### config.mk
export PLATFORM = sky130hd
export DESIGN_NAME = fetch_stage
export DESIGN_NICKNAME = d
export VERILOG_FILES = /design/src/rtl/fetch_stage_pkg.sv /design/src/rtl/fetch_stage_fifo.sv /design/src/rtl/fetch_stage.sv
export SDC_FILE = /design/constraint.sdc
export NUM_CORES = 1
export LEC_CHECK = 0
export ABC_AREA = 0
export BUFFER_PORTS_ARGS = -buffer_cell sky130_fd_sc_hd__buf_2
export CAP_MARGIN = 20
export CELL_PAD_IN_SITES_DETAIL_PLACEMENT = 1
export CELL_PAD_IN_SITES_GLOBAL_PLACEMENT = 1
export CORE_ASPECT_RATIO = 1.5
export CORE_MARGIN = 2
export CORE_UTILIZATION = 45
export CTS_CLUSTER_SIZE = 25
export DETAILED_ROUTE_END_ITERATION = 12
export GPL_TIMING_DRIVEN = 1
export PLACE_DENSITY_LB_ADDON = 0.1
export SYNTH_ARGS = -nofsm -noshare
export SYNTH_HDL_FRONTEND = slang
export SYNTH_SLANG_ARGS = --single-unit
export TNS_END_PERCENT = 5
### constraint.sdc
create_clock -name clk -period 3.5 [get_ports clk]
set_clock_uncertainty 0.05 [all_clocks]
set_input_delay 0 -clock clk [delete_from_list [all_inputs] [get_ports clk]]
set_output_delay 0 -clock clk [all_outputs]
set_load 0.1 [all_outputs]
### src/rtl/fetch_stage_pkg.sv
// Shared types and constants for the instruction-fetch front end.
package fetch_stage_pkg;

  typedef logic [31:0] word;

  typedef enum logic {
    BRANCH_DISABLE = 1'b0,
    BRANCH_ENABLE  = 1'b1
  } branch_en_t;

  typedef enum logic {
    FETCH_RUN   = 1'b0,
    FETCH_FLUSH = 1'b1
  } fetch_state_t;

  localparam word FETCH_RESET_PC = 32'h0000_0000;

  // Instruction fetches are always word aligned.
  function automatic word word_align(input word addr);
    return addr & ~word'(3);
  endfunction

endpackage

### src/rtl/fetch_stage_fifo.sv
// Synchronous FIFO with a synchronous flush and an occupancy count.
// The head is read straight from registered storage and reads as zero when empty.
module fetch_fifo #(
  parameter int DEPTH = 4,
  parameter int WIDTH = 32
) (
  input  logic                     clk,
  input  logic                     rst_n,
  input  logic                     flush,
  input  logic                     push,
  input  logic [WIDTH-1:0]         push_data,
  input  logic                     pop,
  output logic [WIDTH-1:0]         head,
  output logic [$clog2(DEPTH):0]   count
);

  localparam int AW = $clog2(DEPTH);
  localparam int CW = AW + 1;

  logic [WIDTH-1:0] mem [DEPTH];
  logic [AW-1:0]    wr_ptr;
  logic [AW-1:0]    rd_ptr;
  logic             empty;
  logic             full;
  logic             do_push;
  logic             do_pop;

  assign empty   = (count == '0);
  assign full    = (count == CW'(DEPTH));
  assign do_push = push && !full;
  assign do_pop  = pop && !empty;
  assign head    = empty ? '0 : mem[rd_ptr];

  always_ff @(posedge clk or negedge rst_n) begin
    if (!rst_n) begin
      wr_ptr <= '0;
      rd_ptr <= '0;
      count  <= '0;
    end else if (flush) begin
      // A flush wins over a same-cycle pop; the pop is simply absorbed.
      wr_ptr <= '0;
      rd_ptr <= '0;
      count  <= '0;
    end else begin
      if (do_push) wr_ptr <= wr_ptr + AW'(1);
      if (do_pop)  rd_ptr <= rd_ptr + AW'(1);
      count <= count + CW'(do_push) - CW'(do_pop);
    end
  end

  always_ff @(posedge clk) begin
    if (do_push && !flush) mem[wr_ptr] <= push_data;
  end

  no_push_when_full: assert property (@(posedge clk) disable iff (!rst_n)
    !(push && full && !flush));

endmodule

### src/rtl/fetch_stage.sv
// Instruction-fetch front end: PC, credit-limited imem requests, response FIFO to decode,
// and redirect handling that drains stale in-flight responses before refetching.
module fetch_stage
  import fetch_stage_pkg::*;
#(
  parameter word RESET_PC        = FETCH_RESET_PC,
  parameter int  FIFO_DEPTH      = 4,
  parameter int  MAX_OUTSTANDING = 4
) (
  input  logic         clk,
  input  logic         rst_n,
  input  branch_en_t   branch_scs,
  input  word          branch_add_in,
  output logic         imem_req_valid,
  input  logic         imem_req_ready,
  output word          imem_req_addr,
  input  logic         imem_resp_valid,
  input  word          imem_resp_data,
  output logic         if_valid,
  input  logic         if_ready,
  output word          if_instr,
  output word          if_pc,
  output fetch_state_t state_dbg
);

  localparam int OW   = $clog2(MAX_OUTSTANDING + 1);
  localparam int FW   = $clog2(FIFO_DEPTH) + 1;
  localparam int SW   = $clog2(MAX_OUTSTANDING) + 1;
  localparam int SUMW = ((OW > FW) ? OW : FW) + 1;

  // Handshakes: a transfer happens on a rising edge where valid && ready are both high;
  // valid never depends on ready, and the payload is stable whenever valid is high.

  word               pc;
  fetch_state_t      state;
  logic [OW-1:0]     outstanding;
  logic [OW-1:0]     stale_cnt;
  logic [OW-1:0]     redirect_stale;
  logic [FW-1:0]     fifo_count;
  logic [SW-1:0]     side_count;
  logic [SUMW-1:0]   credit_used;
  logic [63:0]       fifo_head;
  word               side_head;
  logic              redirect;
  logic              req_fire;
  logic              resp_keep;
  logic              if_pop;

  assign redirect    = (branch_scs == BRANCH_ENABLE);
  assign credit_used = SUMW'(outstanding) + SUMW'(fifo_count);

  // Credits count every request that could still land in the FIFO, so a push never finds it full.
  assign imem_req_valid = rst_n && (state == FETCH_RUN) && !redirect &&
                          (credit_used < SUMW'(FIFO_DEPTH)) &&
                          (outstanding < OW'(MAX_OUTSTANDING));
  assign imem_req_addr  = pc;
  assign req_fire       = imem_req_valid && imem_req_ready;

  // Responses racing a redirect, or owed to a pre-redirect request, never reach decode.
  assign resp_keep      = imem_resp_valid && (stale_cnt == '0) && !redirect;
  assign redirect_stale = outstanding - OW'(imem_resp_valid);

  assign if_valid  = (fifo_count != '0);
  assign if_pop    = if_valid && if_ready;
  assign if_instr  = fifo_head[63:32];
  assign if_pc     = fifo_head[31:0];
  assign state_dbg = state;

  always_ff @(posedge clk or negedge rst_n) begin
    if (!rst_n) begin
      pc          <= RESET_PC;
      state       <= FETCH_RUN;
      outstanding <= '0;
      stale_cnt   <= '0;
    end else begin
      outstanding <= outstanding + OW'(req_fire) - OW'(imem_resp_valid);
      if (redirect) begin
        pc        <= word_align(branch_add_in);
        stale_cnt <= redirect_stale;
        state     <= (redirect_stale != '0) ? FETCH_FLUSH : FETCH_RUN;
      end else begin
        if (req_fire) pc <= pc + 32'd4;
        if (imem_resp_valid && (stale_cnt != '0)) stale_cnt <= stale_cnt - OW'(1);
        if ((state == FETCH_FLUSH) &&
            ((stale_cnt == '0) || ((stale_cnt == OW'(1)) && imem_resp_valid)))
          state <= FETCH_RUN;
      end
    end
  end

  // Address of each live request, consumed in order as its response is kept.
  fetch_fifo #(
    .DEPTH (MAX_OUTSTANDING),
    .WIDTH (32)
  ) u_side_q (
    .clk       (clk),
    .rst_n     (rst_n),
    .flush     (redirect),
    .push      (req_fire),
    .push_data (pc),
    .pop       (resp_keep),
    .head      (side_head),
    .count     (side_count)
  );

  fetch_fifo #(
    .DEPTH (FIFO_DEPTH),
    .WIDTH (64)
  ) u_instr_q (
    .clk       (clk),
    .rst_n     (rst_n),
    .flush     (redirect),
    .push      (resp_keep),
    .push_data ({imem_resp_data, side_head}),
    .pop       (if_pop),
    .head      (fifo_head),
    .count     (fifo_count)
  );

  resp_needs_outstanding: assert property (@(posedge clk) disable iff (!rst_n)
    !(imem_resp_valid && (outstanding == '0)));

  kept_resp_has_address: assert property (@(posedge clk) disable iff (!rst_n)
    resp_keep |-> (side_count != '0));

endmodule

# == Yosys cells after proc, flatten, opt, wreduce, memory -nomap -nowiden ==
# Memory sizes are Yosys's and may differ from the RTL's.
# Index checks and enable logic that the tools add are counted.
# op_classes
addsub,14
magnitude_cmp,2
eq_ne,3
n_mux,23
bitwise_logic,1
n_reduce_logical,36
# ops
operator,n
32-bit 2-to-1 mux,3
64-bit 2-to-1 mux,1
"32-bit by 3-bit adder with 32-bit output, second input constant",1
1-bit logical AND,17
2-bit 2-to-1 mux,8
2-bit nonzero test,7
3-bit 2-to-1 mux,4
3-bit by 1-bit subtractor with 3-bit output,4
3-bit by 1-bit adder with 3-bit output,3
3-bit zero test,3
3-bit nonzero test,3
"2-bit by 1-bit adder with 2-bit output, second input constant",4
1-bit 2-to-1 mux,7
"3-bit == test, second input constant",2
1-bit zero test,5
3-bit by 3-bit adder with 4-bit output,1
"4-bit by 3-bit less-than comparator with 1-bit output, second input constant",1
"3-bit by 1-bit == test with 1-bit output, second input constant",1
"3-bit less-than comparator, second input constant",1
"3-bit by 1-bit subtractor with 3-bit output, second input constant",1
1-bit logical OR,1
1-bit NOT,1
# word_totals
register_bits,53
ramBits,384
inputBits,70
output_inout_bits,99
wordCells,91
n_memories,2
# memory_table
name,depth,word_bits,rd,rd_ports_with_merged_regs,write_ports,line,source
u_instr_q.mem,4,64,1,0,1,fetch_stage_fifo.sv:20,logic [WIDTH-1:0] mem [DEPTH];
u_side_q.mem,4,32,1,0,1,fetch_stage_fifo.sv:20,

# == Longest topological paths before layout ==
# depth
ltp_word,10
mapped_depth,13
ltp_nobuf,11

# == Hierarchy ==
# From an unflattened synthesis, not the netlist that was laid out.
# hier_totals
hier_cells,962
area_unflattened_um2,17740.8
# modules_own_cells
module,instances,cells_each,area_per_inst_um2,seq_area_each_um2
fetch_fifo at u_instr_q,1,452,10119.7,7862.5
fetch_fifo at u_side_q,1,251,5307.6,4018.9
fetch_stage,1,259,2313.5,925.9

# == Worst setup path after synthesis ==
# No wires, ideal clock.
# synth_path
kind,register to register
startpoint,register stale_cnt[0]
endpoint,"memory u_instr_q.mem[1][10], enable pin"
setup_ns,0.428
arrival_time_ns,2.902
required_time_ns,3.022
path_slack_ns,0.120
stages_incl_launch_ff,6
n_path_buf,0
period_less_slack_ns,3.380
path_cell_list,dfrtp_1 -> inv_1 -> ha_1 -> nand3b_1 -> a211oi_1 -> and2_1
# synth_between
elab_chain_len,7
# synth_rtl
item,line,source
"start, declared",fetch_stage.sv:37,logic [OW-1:0] stale_cnt;
"start signal, assigned",fetch_stage.sv:79,stale_cnt <= redirect_stale;
"start signal, assigned",fetch_stage.sv:83,if (imem_resp_valid && (stale_cnt != '0)) stale_cnt <= stale_cnt - OW'(1);
3-bit zero test,fetch_stage.sv:60,assign resp_keep = imem_resp_valid && (stale_cnt == '0) && !redirect;
1-bit logical AND (2 in series),fetch_stage.sv:60,
1-bit logical AND,fetch_stage_fifo.sv:30,assign do_push = push && !full;
1-bit logical AND,fetch_stage_fifo.sv:52,if (do_push && !flush) mem[wr_ptr] <= push_data;
1-bit 2-to-1 mux,fetch_stage_fifo.sv:52,
1-bit 2-to-1 mux (not written as such),fetch_stage_fifo.sv:52,
"end, declared",fetch_stage_fifo.sv:20,
# No other way between the ends.

# == Final worst setup path ==
# layout_path
startpoint,register outstanding[1]
endpoint,"memory u_side_q.mem[4][25], in the netlist u_side_q.mem[2][25], enable pin"
# layout_between
elab_chain_len,9
word_cells_on_any_way,10
cone_classes,1 x add/sub; 2 x order compare; 2 x mux; 5 x reduce/logical
# layout_rtl
item,line,source
"start, declared",fetch_stage.sv:36,logic [OW-1:0] outstanding;
"start signal, assigned",fetch_stage.sv:76,outstanding <= outstanding + OW'(req_fire) - OW'(imem_resp_valid);
3-bit by 3-bit adder with 4-bit output,fetch_stage.sv:50,assign credit_used = SUMW'(outstanding) + SUMW'(fifo_count);
4-bit by 3-bit less-than comparator with 1-bit output,fetch_stage.sv:54,(credit_used < SUMW'(FIFO_DEPTH)) &&
1-bit logical AND,fetch_stage.sv:53,assign imem_req_valid = rst_n && (state == FETCH_RUN) && !redirect &&
1-bit logical AND (*),fetch_stage.sv:54,
1-bit logical AND (*),fetch_stage.sv:57,assign req_fire = imem_req_valid && imem_req_ready;
1-bit logical AND (*),fetch_stage_fifo.sv:30,
1-bit logical AND (*),fetch_stage_fifo.sv:52,
1-bit 2-to-1 mux (*),fetch_stage_fifo.sv:52,
1-bit 2-to-1 mux (not written as such) (*),fetch_stage_fifo.sv:52,
"end, declared",fetch_stage_fifo.sv:20,
# Every way passes the cells marked *; elsewhere a longest branch is shown, timed or not.

==> flow_summary.json <==
{
  "synth_cells": 934,
  "cts_tree": "yes",
  "overflow": 0,
  "drt.antenna.violating_nets": 0,
  "placed_area_sq_mm": 0.0188,
  "coreArea_sq_mm": 0.0377,
  "stdcell_area_sq_mm": 0.0207,
  "share_of_the_synthesized_area_in_compound_gates_ao_oa_aoi_oai": 0.0244,
  "finalHoldViolations": 0,
  "crit_path_max_incr_delay_ns": 0.48,
  "grt_antenna_before_repair": 0,
  "pwr-share-seq": 0.391,
  "routed_via_density": 5.33,
  "synth_seq_area_share": 0.724,
  "grt_first_pass_wirelength_um": 56700,
  "place.detailed.hpwl_um": 22200,
  "sort_of_element_at_the_end_of_the_critical_path": "flop",
  "clock.fmax_mhz": 349,
  "clock-sinks": 423,
  "fraction_of_synthesized_cell_area_in_xor_and_xnor_cells": 0.00815,
  "number_of_buffers_inserted_by_port_buffering": 164,
  "clk-insertion-delay-late_ns": 0.54,
  "final_period_minus_worst_setup_slack_ns": 2.86,
  "fraction_of_final_layout_cells_sized_beyond_drive_strength_1": 0.296,
  "synth.area.mux_share": 0.126,
  "detailedRoute.firstIterationViolations": 425,
  "cts_inserted_buffers": 40,
  "io_pins": 169,
  "cts.clk_slew.worst_paths_ns": 0.06,
  "n_fill_cell": 3532,
  "crit_arrival_ns": 3.04,
  "maxCapViolCount": 0,
  "post-route-drc-count": 0,
  "grt.total_usage": 0.187,
  "synth_top_area_cell": "sky130_fd_sc_hd__edfxtp_1",
  "dieArea_sq_mm": 0.0398,
  "net-switching-power_w": 0.00610,
  "dominant_combinational_cell_family_by_area_after_synthesis": "multiplexers",
  "initial_utilization": 0.456,
  "die-height_um": 243,
  "fp.dieW_um": 164,
  "synth_cell_types": 57,
  "cts-htree-levels": 2,
  "postSynth.asyncResetShare": 0.121,
  "dr.pass1.iters": 6,
  "first_global_vias": 10100,
  "worst_pin_slew_ns": 0.848,
  "top_ff_cell_synth": "sky130_fd_sc_hd__edfxtp_1",
  "critPathTopFamily": "simple AND/OR/NAND/NOR gates",
  "clockPowerShare": 0.262,
  "cts-resized-gates": 0,
  "leading_cell_type_in_the_layout_fill_and_taps_excluded": "sky130_fd_sc_hd__edfxtp_1",
  "worstPathMaxFanout": 23,
  "power_per_cell_area_mw_per_mm2": 733,
  "post_synthesis_average_cell_area_sq_um": 18.4,
  "grt_start_max_net_pins": 65,
  "synth_top_area_frac": 0.650,
  "total_wire_length_um": 36000,
  "period_share": 0.818,
  "rsz_0062_raised_after_global_routing": "false",
  "commonest_cells_after_routing_fill_and_taps_aside": "sky130_fd_sc_hd__edfxtp_1 (372), sky130_fd_sc_hd__buf_2 (164), sky130_fd_sc_hd__mux4_2 (93)",
  "peakVddDrop_mv": 0.527,
  "synth_fa_ha_area_frac": 0.0195,
  "worstHoldPathType": "input port to flop",
  "worstPathBufferInverterCount": 2,
  "synth_warnings": 0,
  "power.share.combinational": 0.347,
  "critical_path.cell_chain": "ha_1 -> a311oi_1 -> and4_1 -> inv_2 -> a21oi_2 -> and2_1 -> buf_12",
  "cts_buffer_depth": 3,
  "synth.top_cells.by_area": "sky130_fd_sc_hd__edfxtp_1 (65%), sky130_fd_sc_hd__mux4_2 (12%), sky130_fd_sc_hd__dfrtp_1 (7.4%)",
  "root_buffer": "sky130_fd_sc_hd__clkbuf_16",
  "critical_path.startpoint_type": "flop",
  "accumulated_negative_setup_slack_ns": 0,
  "dr_total_vias": 9175,
  "routed_wire_length_per_instance_um": 20.9,
  "critPathSlowestCell": "sky130_fd_sc_hd__and2_1",
  "timing_worst_setup_path_type": "flop to flop",
  "finalNetCount": 1300,
  "timing.final.max_slew_violations": 0,
  "netlist_area_sq_mm": 0.0172,
  "finalSetupViolCount": 0,
  "run_status": "finished, final reports clean",
  "antenna_cells": 0,
  "ys_seq_elements": 423,
  "gp_congestion": 0.788,
  "cell_internal_pwr_w": 0.00911,
  "power.static_leakage_nw": 7.33,
  "fp_rows": 87,
  "synth-simple-area-share": 0.0804,
  "synth_enable_flop_cells": 372,
  "cp.required_ns": 3.68,
  "switching_share": 0.401,
  "slew-limit-headroom": 0.435,
  "areaGrowthSynthToFinish_pct": 20.7
}
==> worst paths after layout <==
kind                                     from             endpoint  slack (ns)  cells after the start
max                            outstanding[1]  u_side_q.mem[2][25]        0.64                      7
min                                branch_scs    imem_req_addr[23]        0.02                      3
max reg2reg                    outstanding[1]  u_side_q.mem[2][25]        0.64                      7
min reg2reg                u_side_q.wr_ptr[0]   u_side_q.wr_ptr[0]        0.51                      1
max in group asynchronous               rst_n  u_instr_q.rd_ptr[0]        2.67                      3
min in group asynchronous               rst_n    imem_req_addr[23]        0.19                      3
==> through the flow <==
step	hold slack, ns	setup slack [ns]	total power [W]	std cells	util
floorplan	-0.346	0.120	0.0104	939	-
global route	0.0463	0.399	0.0158	1723	0.551
global placement	0.164	0.666	0.0113	1575	0.499
detailed placement	0.172	0.610	0.0113	1575	0.499
CTS	0.0101	0.574	0.0155	1723	0.551
finish	0.0170	0.638	0.0152	1723	0.551
==> synthesized netlist by cell type, drive strengths merged, types with 3 or more instances <==
master  number
a31o         3
and2        75
nor2b       33
nand2       44
ha          22
nand4       10
a21oi        7
mux2i        6
xor2         6
nand3       22
edfxtp     372
buf         22
inv         21
and3         7
nor3         5
a221o        4
or3          4
xnor2       10
mux4        93
a31oi        3
clkbuf      24
o311ai       6
nor2        30
dfrtp       51
o21ai       19
o211ai       9
fa           3
o31ai        3
==> layout make-up <==
| cell class | count | area [sq um] | share of cell area |
|---|---|---|---|
| Clock inverter | 24 | 149 | 0.00718 |
| Timing Repair Buffer | 270 | 1920 | 0.0926 |
| Clock buffer | 47 | 1050 | 0.0505 |
| Inverter | 22 | 82.6 | 0.00398 |
| Tap cell | 489 | 612 | 0.0295 |
| Sequential cell | 423 | 12500 | 0.600 |
| Multi-Input combinational cell | 448 | 4480 | 0.216 |
==> state kept, by name, summed over array words and instances (netlist names) <==
signal / cells
imem_req_addr: 30
outstanding: 3
stale_cnt: 3
state_dbg: 1
u_instr_q.count: 3
u_instr_q.mem: 252
u_instr_q.rd_ptr: 2
u_instr_q.wr_ptr: 2
u_side_q.count: 3
u_side_q.mem: 120
u_side_q.rd_ptr: 2
u_side_q.wr_ptr: 2
==> logic make-up (layout without fill, tap and decap cells) <==
kind of cell | count (synthesis) | count (layout)
flip-flops | 423 | 423
other | 1 | 6
AND/OR/NAND/NOR | 240 | 240
AO/OA/AOI/OAI | 61 | 61
multiplexers | 100 | 100
XOR/XNOR | 16 | 16
adder cells (fa/ha/maj) | 25 | 25
buffers and inverters | 68 | 363
==> per-layer routing <==
metal  GRT usage  routed length (um)  vias to the layer above
met4      0.0609                 986                        0
li1            -                   -                     4187
met2       0.338               19000                      192
met1       0.232               14700                     4739
met5           0                   0                        -
met3      0.0245                1330                       57
==> repair_timing <==
item	CTS	global route
hold buffers	77	0
buffers inserted	0	0
hold endpoints to repair	215	0
==> power groups by stage <==
stage	combinational [W]	clock (W)	sequential (W)
after floorplan	0.00415	0	0.00621
after global placement	0.00525	0	0.00605
after detailed placement	0.00528	0	0.00607
after CTS	0.00536	0.00413	0.00596
after global routing	0.00553	0.00430	0.00599
final	0.00527	0.00399	0.00595
==> tightest hold or removal path: stages <==
cell and delay [ns]:
sky130_fd_sc_hd__buf_2 0.27, sky130_fd_sc_hd__nand2_1 0.19, sky130_fd_sc_hd__o211ai_1 0.10
Power figures use the tool's default switching activity.
